<file path="config.mk">
export PLATFORM = sky130hd
export DESIGN_NAME = fetch_redirect
export DESIGN_NICKNAME = d
export VERILOG_FILES = /design/src/rtl/fetch_redirect.sv
export SDC_FILE = /design/constraint.sdc
export NUM_CORES = 1
export LEC_CHECK = 0
export CAP_MARGIN = 5
export CELL_PAD_IN_SITES_DETAIL_PLACEMENT = 1
export CELL_PAD_IN_SITES_GLOBAL_PLACEMENT = 2
export CORE_MARGIN = 1.5
export CORE_UTILIZATION = 29
export CTS_BUF_LIST = sky130_fd_sc_hd__clkbuf_4 sky130_fd_sc_hd__clkbuf_8 sky130_fd_sc_hd__clkbuf_16
export DETAILED_ROUTE_END_ITERATION = 8
export PLACE_DENSITY_LB_ADDON = 0.25
export SYNTH_ARGS = -nofsm -noshare
export SYNTH_HDL_FRONTEND = slang
export SYNTH_SLANG_ARGS = --single-unit
</file>
<file path="constraint.sdc">
create_clock -name clk -period 8.67 [get_ports clk]
set_clock_uncertainty 0.1 [all_clocks]
set_input_delay 0.867 -clock clk [delete_from_list [all_inputs] [get_ports clk]]
set_output_delay 0.867 -clock clk [all_outputs]
set_load 0.005 [all_outputs]
</file>
<file path="src/rtl/fetch_redirect.sv">
// ---------------------------------------------------------------------------
// fetch_redirect
//   Instruction-fetch and PC-redirect stage. Owns the PC, issues one
//   instruction-memory request at a time, buffers one fetched instruction
//   towards decode, and turns the execute-stage branch/jump outcome into a
//   PC redirect plus a flush of younger work.
//
// Ports
//   clk, reset             clock (rising edge), async active-high reset
//   ex_valid_i .. ex_rs1_i execute-stage instruction, comparator flags,
//                          PC, immediate and JALR base
//   imem_req_o/addr_o      request valid / address (one outstanding max)
//   imem_gnt_i             request accepted this cycle
//   imem_rvalid_i/rdata_i  response valid / instruction word
//   if_valid_o/pc_o/insn_o buffered instruction towards decode
//   if_ready_i             decode accepts the buffer
//   taken_o/target_o       combinational redirect and its target
//   flush_o                combinational, equal to taken_o
// ---------------------------------------------------------------------------
module fetch_redirect #(
  parameter int                DWIDTH   = 32,
  parameter int                AWIDTH   = 32,
  parameter logic [AWIDTH-1:0] BASEADDR = AWIDTH'(32'h0100_0000)
) (
  input  logic              clk,
  input  logic              reset,
  input  logic              ex_valid_i,
  input  logic [6:0]        ex_opcode_i,
  input  logic [2:0]        ex_funct3_i,
  input  logic              breq_i,
  input  logic              brlt_i,
  input  logic [AWIDTH-1:0] ex_pc_i,
  input  logic [DWIDTH-1:0] ex_imm_i,
  input  logic [DWIDTH-1:0] ex_rs1_i,
  output logic              imem_req_o,
  output logic [AWIDTH-1:0] imem_addr_o,
  input  logic              imem_gnt_i,
  input  logic              imem_rvalid_i,
  input  logic [DWIDTH-1:0] imem_rdata_i,
  output logic              if_valid_o,
  output logic [AWIDTH-1:0] if_pc_o,
  output logic [DWIDTH-1:0] if_insn_o,
  input  logic              if_ready_i,
  output logic              taken_o,
  output logic [AWIDTH-1:0] target_o,
  output logic              flush_o
);

  localparam logic [6:0] OP_BRANCH = 7'b1100011;
  localparam logic [6:0] OP_JAL    = 7'b1101111;
  localparam logic [6:0] OP_JALR   = 7'b1100111;
  localparam logic [DWIDTH-1:0] NOP = DWIDTH'(32'h0000_0013);

  typedef enum logic [1:0] {ST_REQ, ST_WAIT, ST_HOLD} state_t;

  state_t            state;
  logic [AWIDTH-1:0] pc;
  logic              drop;   // the outstanding response belongs to a squashed fetch

  logic [AWIDTH-1:0] pc_rel_sum;
  logic [AWIDTH-1:0] jalr_sum;

  // -------------------------------------------------------------------------
  // Taken decision and target (execute-stage resolution)
  // -------------------------------------------------------------------------
  assign pc_rel_sum = ex_pc_i + ex_imm_i[AWIDTH-1:0];
  assign jalr_sum   = ex_rs1_i[AWIDTH-1:0] + ex_imm_i[AWIDTH-1:0];

  always_comb begin
    // NOTE: default first so every path assigns taken_o and no latch is inferred.
    taken_o = 1'b0;
    if (ex_valid_i && !reset) begin
      case (ex_opcode_i)
        OP_BRANCH: begin
          case (ex_funct3_i)
            3'b000:         taken_o = breq_i;
            3'b001:         taken_o = !breq_i;
            3'b100, 3'b110: taken_o = brlt_i;
            3'b101, 3'b111: taken_o = !brlt_i;
            default:        taken_o = 1'b0;
          endcase
        end
        OP_JAL, OP_JALR: taken_o = 1'b1;
        default:         taken_o = 1'b0;
      endcase
    end
  end

  // JALR clears bit 0 of the sum; branches and JAL are PC-relative.
  assign target_o = (ex_opcode_i == OP_JALR) ? (jalr_sum & ~AWIDTH'(1)) : pc_rel_sum;
  assign flush_o  = taken_o;

  // The request is a decode of the registered state; reset forces it low.
  assign imem_req_o  = (state == ST_REQ) && !reset;
  assign imem_addr_o = pc;

  // -------------------------------------------------------------------------
  // Fetch FSM, PC and decode buffer
  // -------------------------------------------------------------------------
  // NOTE: sequential state uses non-blocking assignments only, so every
  // register samples the pre-edge values regardless of statement order.
  always_ff @(posedge clk or posedge reset) begin
    if (reset) begin
      state      <= ST_REQ;
      pc         <= BASEADDR;
      drop       <= 1'b0;
      if_valid_o <= 1'b0;
      if_pc_o    <= BASEADDR;
      if_insn_o  <= NOP;
    end else if (taken_o) begin
      // A redirect outranks every other event this cycle.
      pc         <= target_o;
      if_valid_o <= 1'b0;
      case (state)
        ST_REQ: begin
          if (imem_gnt_i) begin
            state <= ST_WAIT;
            drop  <= 1'b1;
          end
        end
        ST_WAIT: begin
          if (imem_rvalid_i) begin
            state <= ST_REQ;
            drop  <= 1'b0;
          end else begin
            drop  <= 1'b1;
          end
        end
        default: state <= ST_REQ;
      endcase
    end else begin
      case (state)
        ST_REQ: begin
          if (imem_gnt_i) state <= ST_WAIT;
        end
        ST_WAIT: begin
          if (imem_rvalid_i) begin
            if (drop) begin
              drop  <= 1'b0;
              state <= ST_REQ;
            end else begin
              if_insn_o  <= imem_rdata_i;
              if_pc_o    <= pc;
              if_valid_o <= 1'b1;
              pc         <= pc + AWIDTH'(4);
              state      <= ST_HOLD;
            end
          end
        end
        ST_HOLD: begin
          if (if_ready_i) begin
            if_valid_o <= 1'b0;
            state      <= ST_REQ;
          end
        end
        default: state <= ST_REQ;
      endcase
    end
  end

endmodule

</file>
# Yosys cells after proc, flatten, opt, wreduce, memory -nomap -nowiden
# Cells that the tools add are included.
# totals
output_inout_bits	132
elab_cells	73
register_bits	100
ram_bits	0
inputBits	146
memories	0
rom_bits	0
latchBits	0
# op_classes
mul	0
bitwise	2
reduce_logical	19
shifts	0
mux	27
eq_ne	16
magnitude_cmp	0
div_mod_pow	0
addsub	3
# op_table
op	count
32-bit two-way mux	5
32-bit adder	2
32-bit by 3-bit adder with 32-bit output, second input constant	1
7-bit equality test, second input constant	3
3-bit equality test, second input constant	4
2-bit two-way mux	6
3-bit != test, second input constant	4
4-bit AND reduction	3
1-bit two-way mux	10
1-bit one-hot mux with 2 select lines	3
2-bit one-hot mux with 3 select lines	1
2-bit nonzero test	3
2-bit OR reduction	3
2-bit != test, second input constant	2
1-bit one-hot mux with 4 select lines	1
2-bit one-hot mux with 2 select lines	1
3-bit by 1-bit equality test with 1-bit output, second input constant	1
1-bit logical NOT	3
3-bit logical NOT	1
3-bit AND reduction	1
3-bit nonzero test	1
2-bit by 1-bit equality test with 1-bit output, second input constant	1
2-bit equality test, second input constant	1
1-bit logical AND	2
other kinds (3)	4

# Longest topological paths before layout
# depth
ltp_word	7
depth_mapped	12

# Least setup slack after synthesis
# Ideal clock, no wire load.
# synth_path
kind	input -> output
from	in ex_pc_i[7]
to	out target_o[30]
arrival_ps	2891
t_required_ps	7703
n_path_buf	0
stages	9
setup_slack_ps	4812
cell_sequence	ha_1 a21oi_1 o21ai_0 or3_1 o211a_1 nor3b_1 or3_1 nand4_1 mux2_2
# synth_via
elab_chain_cells	2
# synth_rtl
item	line_no	rtl
start, declared	32	input logic [AWIDTH-1:0] ex_pc_i,
32-bit adder	66	assign pc_rel_sum = ex_pc_i + ex_imm_i[AWIDTH-1:0];
32-bit two-way mux	90	assign target_o = (ex_opcode_i == OP_JALR) ? (jalr_sum & ~AWIDTH'(1)) : pc_rel_sum;
end, declared	45	output logic [AWIDTH-1:0] target_o,
# No other way between the ends.

# Worst setup path in the final report
# layout_path
from	in ex_imm_i[4]
to	out target_o[31]
# layout_via
elab_chain_cells	2
elab_cells_between_ends	3
classes_between	add/sub: 2; mux: 1
# layout_rtl
item	line_no	rtl
start, declared	33	input logic [DWIDTH-1:0] ex_imm_i,
32-bit adder, on equally long branches	66, 67	
32-bit two-way mux *	90	
# Mark *: on every way between the ends. The rest lies on a longest branch, timed or not.

==> results.json <==
{
  "maxSlewViolCount": 0,
  "nets": 1341,
  "p_switching_uw": 759,
  "wl_per_cell_um": 18.7,
  "die_area_sq_um": 28300,
  "hold_path_class": "register to register",
  "die_w_um": 168,
  "drc_errors": 0,
  "slew_headroom_pct": 41.6,
  "clockPowerShare_pct": 18.6,
  "yosys_warnings": 0,
  "start_util_pct": 29.4,
  "areaGrowthSynthToFinish_pct": 43.8,
  "holdWs_ns": 0.398,
  "core_sq_um": 26900,
  "port_buffers": 277,
  "hold_start": "if_pc_o[0]$_DFFE_PP0P_",
  "grt.total_usage_pct": 19.4,
  "overflow": 0,
  "first_global_vias": 7760,
  "cts_made_buffers": 9,
  "viasPerCell": 5.06,
  "ys_seq_area_share_pct": 31.7,
  "worstMarginPinSlew_ns": 0.876,
  "cts_setup_buffers": 0,
  "antenna_left": 0,
  "drive_gt1_share_pct": 10.8,
  "ioPinCount": 278,
  "grt_pass1_wl_um": 43100,
  "finalSetupTns_ns": 0,
  "leakage_uw": 0.00483,
  "synthArstFlopShare_pct": 100,
  "r2r-start": "state[0]$_DFFE_PP0P_",
  "status": "finished clean",
  "p_seq_share_pct": 32.8,
  "rows": 60,
  "dpl_cell_area_sq_um": 11000,
  "synth_edf_count": 0,
  "grt_max_degree": 66,
  "synthFlopType": "dfrtp_1",
  "path_max_fanout": 5,
  "final_util_pct": 42.3,
  "postCtsHoldBufs": 0,
  "hpwl_um": 22800,
  "post-route-period-util_pct": 62.0,
  "syn_inst": 869,
  "clkSlewWorstSetupHoldPaths_ns": 0.07,
  "rsz0062_at_grt": "false",
  "fmaxAchievable_mhz": 186,
  "die_h_um": 168,
  "netlist_top_cells_area": "dfrtp_1 30%, mux2_2 11%, ha_1 9.8%",
  "gp_congestion": 0.860,
  "clockRootBuffer": "clkbuf_16",
  "whs_endpoint": "if_pc_o[0]$_DFFE_PP0P_",
  "multiInputGateArea_sq_um": 5210,
  "synth_top_area_cell": "dfrtp_1",
  "seq_area_sq_um": 2510,
  "fin_ws_ns": 3.29,
  "max-cap-violations": 0,
  "combPwrFrac_pct": 48.6,
  "reg2reg_setup_slack_ns": 5.67,
  "ys_types": 67,
  "setup_violations": 0,
  "max-clock-path-buffers": 2,
  "dr.first_iter.drc_count": 344,
  "cp.required_ns": 7.70,
  "worstPathArrival_ns": 4.41,
  "swShare_pct": 32.3,
  "routed_wl_um": 27700,
  "diodes": 0,
  "antenna_found_initial": 0,
  "fill_cells": 3100,
  "ys_seq_elements": 100,
  "critPathKind": "primary input to output pin",
  "vias": 7473,
  "h-tree-depth": 3,
  "insertion_delay_ns": 0.35,
  "r2r_end": "imem_addr_o[25]$_DFFE_PP0P_",
  "syn_avg_cell_area_sq_um": 9.10,
  "cp-end-kind": "output pin",
  "power_density_nw_per_um2": 207,
  "drt-pass1-iter-count": 5,
  "netlist_area_sq_um": 7910,
  "ff2ff_path_depth": 9,
  "holdPathStages": 2,
  "postLayoutCellArea_sq_um": 11400,
  "ir_drop_uv": 90.2,
  "period_minus_slack_ns": 5.38,
  "p_int_uw": 1590,
  "ctsResizeCount": 0,
  "start_kind": "primary input",
  "yosys.area.top_type_share_pct": 30.1,
  "clock_sinks": 100,
  "dp_slack_ns": 3.22,
  "cts_tree": "built",
  "final-hold-violation-count": 0,
  "syn-num-nets": 1079
}
## critical path: stages
cell	delay, ns
clkdlybuf4s50_1	0.43
ha_1	0.38
a21o_1	0.20
a31o_2	0.25
o21ai_0	0.46
a21oi_1	0.25
o2111a_1	0.28
a211o_1	0.27
a211oi_2	0.27
xnor2_1	0.18
clkdlybuf4s50_1	0.56
## routing by layer
layer	track usage [%]	wire, um	vias to the layer above
li1	-	-	3690
met1	26.5	13400	3597
met2	33.6	13000	169
met3	2.26	989	17
met4	3.30	213	0
met5	0	0	-
## through the flow
stage / cells / power [uW]
2_1_floorplan: 869 / 1280
3_3_place_gp: 1461 / 1910
3_5_place_dp: 1461 / 1940
4_1_cts: 1477 / 2380
5_1_grt: 1477 / 2510
6_report: 1477 / 2350
## cells in the final DEF (no fill, tap or decap), drive strengths merged, types with 5 or more instances in the layout
cell / count
nand2b: 8
a211oi: 11
and3: 11
nor3b: 6
buf: 6
xor2: 30
clkdlybuf4s50: 277
nand3: 28
o211ai: 9
o21ai: 55
o21bai: 7
a31oi: 20
nor2b: 5
a21oi: 66
a21o: 29
and2: 7
nor2: 52
mux2: 76
nand2: 88
ha: 62
dfstp: 5
or3: 5
nand4: 14
xnor2: 52
nor3: 14
clkbuf: 10
dfrtp: 95
inv: 24
o21a: 7
## power by group through the flow
stage | clock, uW | combinational [uW] | sequential (uW)
6_report | 437 | 1140 | 770
5_1_grt | 471 | 1240 | 797
4_1_cts | 453 | 1160 | 774
3_5_place_dp | 0 | 1150 | 783
3_3_place_gp | 0 | 1140 | 772
2_1_floorplan | 0 | 503 | 775
## final cells by class
| type | instances | share of cell area, % |
|---|---|---|
| multi-input cells | 715 | 45.8 |
| repair buffers | 283 | 24.8 |
| flip-flops and latches | 100 | 22.1 |
| well taps | 341 | 3.75 |
| clock buffers | 10 | 2.05 |
| clock inverters | 6 | 0.771 |
| inverters | 22 | 0.749 |
## how the worst max path moves through the flow
stage                        end   startpoint  slack, ns
finish              target_o[31]  ex_imm_i[4]       3.29
global route        target_o[26]  ex_imm_i[1]       3.09
CTS                 target_o[31]  ex_imm_i[4]       3.22
detailed placement  target_o[31]  ex_imm_i[4]       3.22
global placement    target_o[31]  ex_imm_i[4]       3.28
floorplan           target_o[30]   ex_pc_i[7]       4.81
## cell usage after synthesis (3+ instances only)
cell	count
nor3b_1	5
and3_1	11
inv_1	22
mux2_2	76
xor2_1	30
a311oi_1	3
dfstp_2	5
or3_1	5
o21bai_1	7
and4_1	3
a21o_1	29
clkbuf_1	27
nand3_1	28
nor3_1	12
a221oi_1	3
o21a_1	7
a211oi_1	10
a21oi_1	65
nor4_1	3
nor2b_1	5
o21ai_0	55
nor2_1	51
or2_2	4
and2_1	7
a31oi_1	20
ha_1	62
buf_1	3
nand4_1	13
nand2_1	88
xnor2_1	52
o211ai_1	9
nand2b_1	8
dfrtp_1	95
mux2i_1	4
## registers in the layout, indices dropped and copies added (netlist names)
name	flops
drop	1
if_pc_o	32
imem_addr_o	32
state	2
if_valid_o	1
if_insn_o	32
## kinds of logic (layout without fill, tap and decap cells)
| group | Yosys count | after routing | share of synthesized area, % |
|---|---|---|---|
| DFF | 100 | 100 | 31.7 |
| muxes | 80 | 80 | 11.3 |
| xor gates and xnor gates | 82 | 82 | 9.09 |
| buffers and inverters | 54 | 321 | 2.63 |
| and+or+nand+nor | 251 | 251 | 15.5 |
| adders and majority gates | 64 | 64 | 10.3 |
| AOI/OAI and AO/OA | 238 | 238 | 19.4 |
Power figures use the tool's default switching activity.
